$ cat config.mk
export PLATFORM = sky130hd
export DESIGN_NAME = msg_box_anim
export DESIGN_NICKNAME = d
export VERILOG_FILES = /design/src/rtl/msg_box_anim.sv
export SDC_FILE = /design/constraint.sdc
export NUM_CORES = 1
export LEC_CHECK = 0
export ABC_AREA = 1
export CAP_MARGIN = 20
export CORE_MARGIN = 1.5
export CORE_UTILIZATION = 55
export CTS_CLUSTER_SIZE = 16
export DETAILED_ROUTE_END_ITERATION = 6
export GPL_ROUTABILITY_DRIVEN = 1
export PLACE_DENSITY_LB_ADDON = 0.15
export RECOVER_POWER = 25
export SYNTH_ARGS = -nofsm -noshare
export SYNTH_HDL_FRONTEND = slang
export SYNTH_SLANG_ARGS = --single-unit
$ cat constraint.sdc
create_clock -name clk -period 2.8 [get_ports clk]
set_clock_uncertainty 0.05 [all_clocks]
set_input_delay 0.42 -clock clk [delete_from_list [all_inputs] [get_ports clk]]
set_output_delay 0.42 -clock clk [all_outputs]
set_load 0.05 [all_outputs]
$ cat src/rtl/msg_box_anim.sv
`default_nettype none
// +--------------------------------------------------------------------------+
// | msg_box_anim : animated bordered message box overlay for the VGA path.    |
// | Optional: MSG_BLINK_EN blinks the border while the box is fully open.     |
// | Rev 1.0                                                                   |
// +--------------------------------------------------------------------------+
module msg_box_anim #(
  parameter int          X0     = 200,
  parameter int          Y0     = 140,
  parameter int          W      = 240,
  parameter int          H      = 200,
  parameter int          BORDER = 4,
  parameter int          STEP   = 10,
  parameter int          CW     = 3,
  parameter logic [CW-1:0] FILL = 3'b011,
  parameter logic [CW-1:0] EDGE = 3'b111
`ifdef MSG_BLINK_EN
  ,
  parameter int          BLINK  = 30
`endif
) (
  input  logic          clk,
  input  logic          rst_n,
  input  logic [9:0]    x,
  input  logic [9:0]    y,
  input  logic          frame_tick,
  input  logic          show,
  output logic [CW-1:0] rgb,
  output logic          visible,
  output logic          opened
);

  localparam int HH = H / 2;
  localparam int HW = $clog2(HH + 1);
  localparam int YC = Y0 + HH;

  localparam logic [HW-1:0] c_hh   = HW'(HH);
  localparam logic [HW-1:0] c_step = HW'((STEP > HH) ? HH : STEP);
  localparam logic [31:0]   c_xl   = 32'(X0);
  localparam logic [31:0]   c_xr   = 32'(X0 + W);
  localparam logic [31:0]   c_bd   = 32'(BORDER);
  localparam logic [31:0]   c_yc   = 32'(YC);

  typedef enum logic [1:0] {
    ST_CLOSED  = 2'd0,
    ST_OPENING = 2'd1,
    ST_OPEN    = 2'd2,
    ST_CLOSING = 2'd3
  } state_t;

  state_t        r_state;
  logic [HW-1:0] r_h;
  logic          r_visible;
  logic          r_opened;
  logic [CW-1:0] r_rgb;

  // Saturating step arithmetic, one bit wider than h so the sum cannot wrap.
  logic [HW:0]   w_sum;
  logic [HW-1:0] w_up;
  logic [HW-1:0] w_dn;

  assign w_sum = {1'b0, r_h} + {1'b0, c_step};
  assign w_up  = (w_sum >= {1'b0, c_hh}) ? c_hh : w_sum[HW-1:0];
  assign w_dn  = (r_h > c_step) ? (r_h - c_step) : '0;

  // Growing from CLOSED starts from h=0, and leaving OPEN starts from h=H/2,
  // so every state reduces to the same grow/shrink rule on the current h.
  always_ff @(posedge clk or negedge rst_n) begin
    if (!rst_n) begin
      r_state   <= ST_CLOSED;
      r_h       <= '0;
      r_visible <= 1'b0;
      r_opened  <= 1'b0;
    end else if (frame_tick) begin
      case (r_state)
        ST_CLOSED, ST_OPENING, ST_OPEN, ST_CLOSING: begin
          if (show) begin
            r_h       <= w_up;
            r_state   <= (w_up == c_hh) ? ST_OPEN : ST_OPENING;
            r_visible <= (w_up != '0);
            r_opened  <= (w_up == c_hh);
          end else begin
            r_h       <= w_dn;
            r_state   <= (w_dn == '0) ? ST_CLOSED : ST_CLOSING;
            r_visible <= (w_dn != '0);
            r_opened  <= 1'b0;
          end
        end
        default: begin
          r_state   <= ST_CLOSED;
          r_h       <= '0;
          r_visible <= 1'b0;
          r_opened  <= 1'b0;
        end
      endcase
    end
  end

  logic [CW-1:0] w_edge_col;

`ifdef MSG_BLINK_EN
  logic [7:0] r_blink;

  // Runs only while the box stays open; any exit from OPEN restarts it.
  always_ff @(posedge clk or negedge rst_n) begin
    if (!rst_n) begin
      r_blink <= '0;
    end else if (frame_tick) begin
      if (r_state == ST_OPEN && show)
        r_blink <= (r_blink == 8'(BLINK - 1)) ? '0 : r_blink + 8'd1;
      else
        r_blink <= '0;
    end
  end

  assign w_edge_col = (r_blink < 8'(BLINK / 2)) ? EDGE : FILL;
`else
  assign w_edge_col = EDGE;
`endif

  logic [31:0] w_x;
  logic [31:0] w_y;
  logic [31:0] w_top;
  logic [31:0] w_bot;
  logic        w_in_box;
  logic        w_border;

  assign w_x   = {22'd0, x};
  assign w_y   = {22'd0, y};
  assign w_top = c_yc - 32'(r_h);
  assign w_bot = c_yc + 32'(r_h);

  assign w_in_box = (w_x >= c_xl) && (w_x < c_xr) &&
                    (w_y >= w_top) && (w_y < w_bot);
  assign w_border = w_in_box &&
                    ((w_x < c_xl + c_bd) || (w_x >= c_xr - c_bd) ||
                     (w_y < w_top + c_bd) || (w_y + c_bd >= w_bot));

  always_ff @(posedge clk or negedge rst_n) begin
    if (!rst_n)
      r_rgb <= '0;
    else if (w_border)
      r_rgb <= w_edge_col;
    else if (w_in_box)
      r_rgb <= FILL;
    else
      r_rgb <= '0;
  end

  assign rgb     = r_rgb;
  assign visible = r_visible;
  assign opened  = r_opened;

endmodule
`default_nettype wire

==> After elaboration in Yosys (flattened, before gate mapping) <==
Cells that the tools add are included.
{ "totals": {"wordCells": 51, "reg_bits": 14} }
{ "classes": {"eq_ne": 4, "n_reduce_logical": 12, "order_cmp": 10, "add_sub_neg": 6, "n_mux": 14} }
{ "op_table": {"columns": ["op", "n"], "rows": [
  ["10-bit by 32-bit >= comparator with 1-bit output", 1],
  ["10-bit by 32-bit less-than comparator with 1-bit output", 1],
  ["7-bit 2-to-1 mux", 4],
  ["7-bit nonzero test", 2],
  ["10-bit by 3-bit adder with 11-bit output, second input constant", 1],
  ["11-bit by 9-bit >= comparator with 1-bit output", 1],
  ["9-bit by 4-bit adder with 10-bit output, second input constant", 1],
  ["10-bit by 8-bit >= comparator with 1-bit output, second input constant", 1],
  ["10-bit by 9-bit >= comparator with 1-bit output, second input constant", 1],
  ["10-bit by 8-bit less-than comparator with 1-bit output, second input constant", 1],
  ["10-bit by 9-bit less-than comparator with 1-bit output", 1],
  ["10-bit by 9-bit less-than comparator with 1-bit output, second input constant", 1],
  ["2-bit 2-to-1 mux", 5],
  ["8-bit by 7-bit adder with 9-bit output, first input constant", 1],
  ["8-bit by 7-bit subtractor with 9-bit output, first input constant", 1],
  ["7-bit by 4-bit adder with 8-bit output, second input constant", 1],
  ["8-bit by 7-bit >= comparator with 1-bit output, second input constant", 1],
  ["7-bit == test, second input constant", 1],
  ["7-bit by 4-bit greater-than comparator with 1-bit output, second input constant", 1],
  ["7-bit zero test", 1],
  ["7-bit by 4-bit subtractor with 7-bit output, second input constant", 1],
  ["2-bit == test, second input constant", 2],
  ["1-bit logical AND", 4],
  ["1-bit 2-to-1 mux", 4],
  ["5 further kinds", 7]
]} }

==> Logic depth before layout (Yosys ltp) <==
{ "depth": {"depth_word": 7, "depth_mapped": 17, "mapped_depth_nobuf": 17} }

==> Least setup slack after synthesis <==
OpenSTA, ideal clock, no wires.
{ "synth_path": {"kind": "flip-flop to flip-flop", "start": "register r_h[1]", "end": "register r_rgb[2], in the netlist rgb[2]", "path_buffers": 0, "setup_ps": 72, "path_stages_with_launch": 12, "setup_slack_ps": 288, "arrival_ps": 2391, "synth_period_minus_slack_ps": 2512, "path_cell_list": "dfrtp_1 inv_1 ha_1 xnor2_1 ha_1 nand2_1 or3_1 ha_1 or2_2 a21oi_1 nor2_1 nor2_1"} }
{ "synth_between": {"elab_chain_cells": 7, "elab_cells_between_ends": 13, "cone_classes": "add/sub: 3; order compare: 4; mux: 1; reduce/logical: 5"} }
{ "synth_rtl": {"columns": ["element", "line", "rtl"], "rows": [
  ["start, declared", "52", "logic [HW-1:0] r_h;"],
  ["start signal, assigned", "78", "r_h <= w_up;"],
  ["start signal, assigned", "83", "r_h <= w_dn;"],
  ["8-bit by 7-bit subtractor with 9-bit output", "130", "assign w_top = c_yc - 32'(r_h);"],
  ["9-bit by 4-bit adder with 10-bit output", "137", "(w_y < w_top + c_bd) || (w_y + c_bd >= w_bot));"],
  ["10-bit by 32-bit less-than comparator with 1-bit output", "137", null],
  ["1-bit logical OR", "136", "((w_x < c_xl + c_bd) || (w_x >= c_xr - c_bd) ||"],
  ["1-bit logical OR", "137", null],
  ["1-bit logical AND (*)", "135", "assign w_border = w_in_box &&"],
  ["via w_border", "126", "logic w_border;"],
  ["3-bit 2-to-1 mux (*)", "142", "else if (w_border)"],
  ["end signal, assigned", "143", "r_rgb <= w_edge_col;"],
  ["end, declared", "55", "logic [CW-1:0] r_rgb;"]
]} }
The timed path passes the listed nets; every way through them passes the cells marked *.
A chain may end at the register's enable or synchronous reset.

==> Final worst setup path <==
{ "layout_path": {"start": "register r_h[4]", "end": "register r_rgb[2], in the netlist rgb[2]"} }
Same word-level chain as after synthesis.

==> impl_metrics.ini <==
[floorplanning]
core-area_mm2 = 0.00366
io_pins = 29
dieHeight_um = 64.5
die_w_um = 64.5
die-area_mm2 = 0.00417
initial_core_util_pct = 56.9
rows = 22

[hold_path]
min-delay-path-class = register to register
min_from = opened$_DFFE_PN0P_

[place]
io_buffer_count = 26
place_congestion = 0.879
dp_cells = 390
dpl.hpwl_mm = 3.93
dp_slack_ns = -0.0415

[setup_path]
cpMaxStageDelayCell = dfrtp_1
crit_required_ns = 2.92
crit_start = r_h[4]$_DFFE_PN0P_
path_cells = buf_4 > ha_1 > o21ai_4 > xor2_2 > inv_2 > nor3_2 > xor2_1 > ha_1 > nand2_1 > nor2_1 > nand2_1 > o211ai_1 > a21oi_1 > nor2_1 > nor2_1
crit_type = register to register
reg2regPathDepth = 15
critical_path.most_common_cell = nor2_1
max_stage_delay_ns = 0.48
timing.rr.start = r_h[4]$_DFFE_PN0P_
r2r_slack_ns = 0.20
r2r_end = rgb[2]$_DFF_PN0_
endpoint_kind = register
cp-endpoint = rgb[2]$_DFF_PN0_
critPathMaxFanout = 7
arrival_ns = 2.72
worst_setup_path_start_kind = register

[yosys]
synth.cell_area_mm2 = 0.00208
seq_area_frac_synth_pct = 13.2
synth_cell_types = 39
synthesis.instances = 307
synth_warnings = 0
synth_nets = 372
synth-seq-cells = 11
avgSynthCellArea_um2 = 6.79

[sta]
tightest_slew_ns = 0.489
finalCritPeriodShare_pct = 93.0
slew_violations = 0
rsz0062_at_grt = false
fmax_mhz = 384
slew_headroom_pct = 67.3
final.min_clock_period_ns = 2.60
worst_hold_slack_ns = 0.426
finalHoldViolCount = 0
setup_ws_ns = 0.195
setup_viol_count_final = 0

[power]
totalPowerFinal_mw = 2.59
peakVddDrop_mv = 0.547
power.density_mw_per_mm2 = 1030
p_leak_nw = 1.34

[clock_network]
cts_sinks = 11
cts_root_buf = clkbuf_8
clkTransAtPathRegs_ns = 0.05
cts_buffer_depth = 2
cts_hold_buffers = 0
worstSkewPairLatency_ns = 0.24
cts_tree = built
cts-htree-levels = 1
cts_made_buffers = 3

[grt]
grt_pass1_vias = 1988
grtUsageTotal_pct = 24.8
grt_pass1_wl_mm = 8.33
overflow = 0
grt_start_max_net_pins = 14
grt_antenna_before_repair = 0

[drt]
viasPerCell = 5.20
first_pass_iters = 4
wl_per_cell_um = 11.7
drc_errors = 0
vias = 2048
ant_nets = 0
drt_iter0_drc = 60
wirelength_mm = 4.62

[layout]
drive_gt1_share_pct = 13.3
area_growth_pct = 21.1
antenna_cells = 0
nNetsFinal = 412
final_cell_mix = nand2_1, ha_1, inv_1
instances_no_fill = 394
layout_commonest_cell = nand2_1

[outcome]
outcome = complete, no violations

[job]
cap_violations = 0
==> layer usage <==
layer	routed length, um	global-route usage (%)	up-vias
met5	0	0	-
met4	0	2.93	0
li1	-	-	1088
met1	2320	32.6	916
met2	2130	43.6	44
met3	170	4.51	0
==> registers in the layout (all words and copies together) (netlist names) <==
signal / flops
visible: 1
opened: 1
rgb: 2
r_h: 7
==> cell type report <==
cell class | instances | area (um2)
flip-flops and latches | 11 | 275
inverters | 47 | 184
well taps | 48 | 60.1
clock buffers | 4 | 45.0
fillers | 334 | 1140
repair buffers | 40 | 365
multi-input cells | 244 | 1590
==> report_power, final <==
part,total (mW),switching (mW),internal (mW)
clock,0.156,0.0566,0.0997
sequential,0.320,0.101,0.219
combinational,2.12,1.25,0.867
total,2.59,1.41,1.19
==> synthesized netlist by cell type, drive strengths merged <==
cell | n | area (um2)
or3 | 2 | 12.5
nor2 | 20 | 77.6
o21a | 1 | 7.51
ha | 41 | 513
xor2 | 12 | 120
a2111oi | 1 | 8.76
o22ai | 1 | 6.26
or2 | 3 | 18.8
o211ai | 3 | 22.5
nor4 | 2 | 12.5
nor3 | 3 | 20.0
inv | 47 | 184
dfrtp | 11 | 275
clkbuf | 2 | 7.51
a211oi | 1 | 7.51
a22oi | 1 | 7.51
buf | 3 | 26.3
a21o | 1 | 7.51
nand2 | 88 | 348
a21oi | 18 | 93.8
xnor2 | 4 | 35.0
nand3 | 21 | 140
a31oi | 1 | 6.26
nand4 | 6 | 37.5
o21ai | 13 | 80.1
o31ai | 1 | 7.51
==> logic make-up (layout without fill, tap and decap cells) <==
logic type	Yosys count	count (layout)	share of synthesized area [%]
xor+xnor	16	16	7.45
fa+ha+maj	41	41	24.6
buf+inv	52	91	10.5
compound gates	42	42	12.3
flops	11	11	13.2
simple gates	145	145	32.0
==> through the flow <==
stage,cell area [um2],TNS (ns),util [%]
floorplan,2080,0,-
global placement,2470,0,67.6
detailed placement,2470,-0.0415,67.6
CTS,2520,0,68.8
global route,2520,0,68.9
finish,2520,0,68.9
==> worst min path at each step <==
| stage | end | slack (ns) | cells past startpoint |
|---|---|---|---|
| after floorplan | opened$_DFFE_PN0P_ | 0.07 | 0 |
| after global placement | opened$_DFFE_PN0P_ | 0.41 | 2 |
| after detailed placement | opened$_DFFE_PN0P_ | 0.42 | 2 |
| after CTS | opened$_DFFE_PN0P_ | 0.43 | 2 |
| after global routing | opened$_DFFE_PN0P_ | 0.45 | 2 |
| final | opened$_DFFE_PN0P_ | 0.43 | 2 |
==> critical path, delay by kind of cell, from the launching register on <==
family                   cells  cell delay, ns
AND/OR/NAND/NOR              6            0.52
adder cells (fa/ha/maj)      2            0.49
flip-flops                   1            0.48
XOR/XNOR                     2            0.39
AO/OA/AOI/OAI                3            0.31
buffers and inverters        2            0.28
==> timing repair <==
item | CTS | global route
endpoints found under the setup margin | 0 | 1
gates resized for setup | 0 | 2
buffers inserted | 0 | 0
Note: power is estimated with default switching activity, not from simulation.
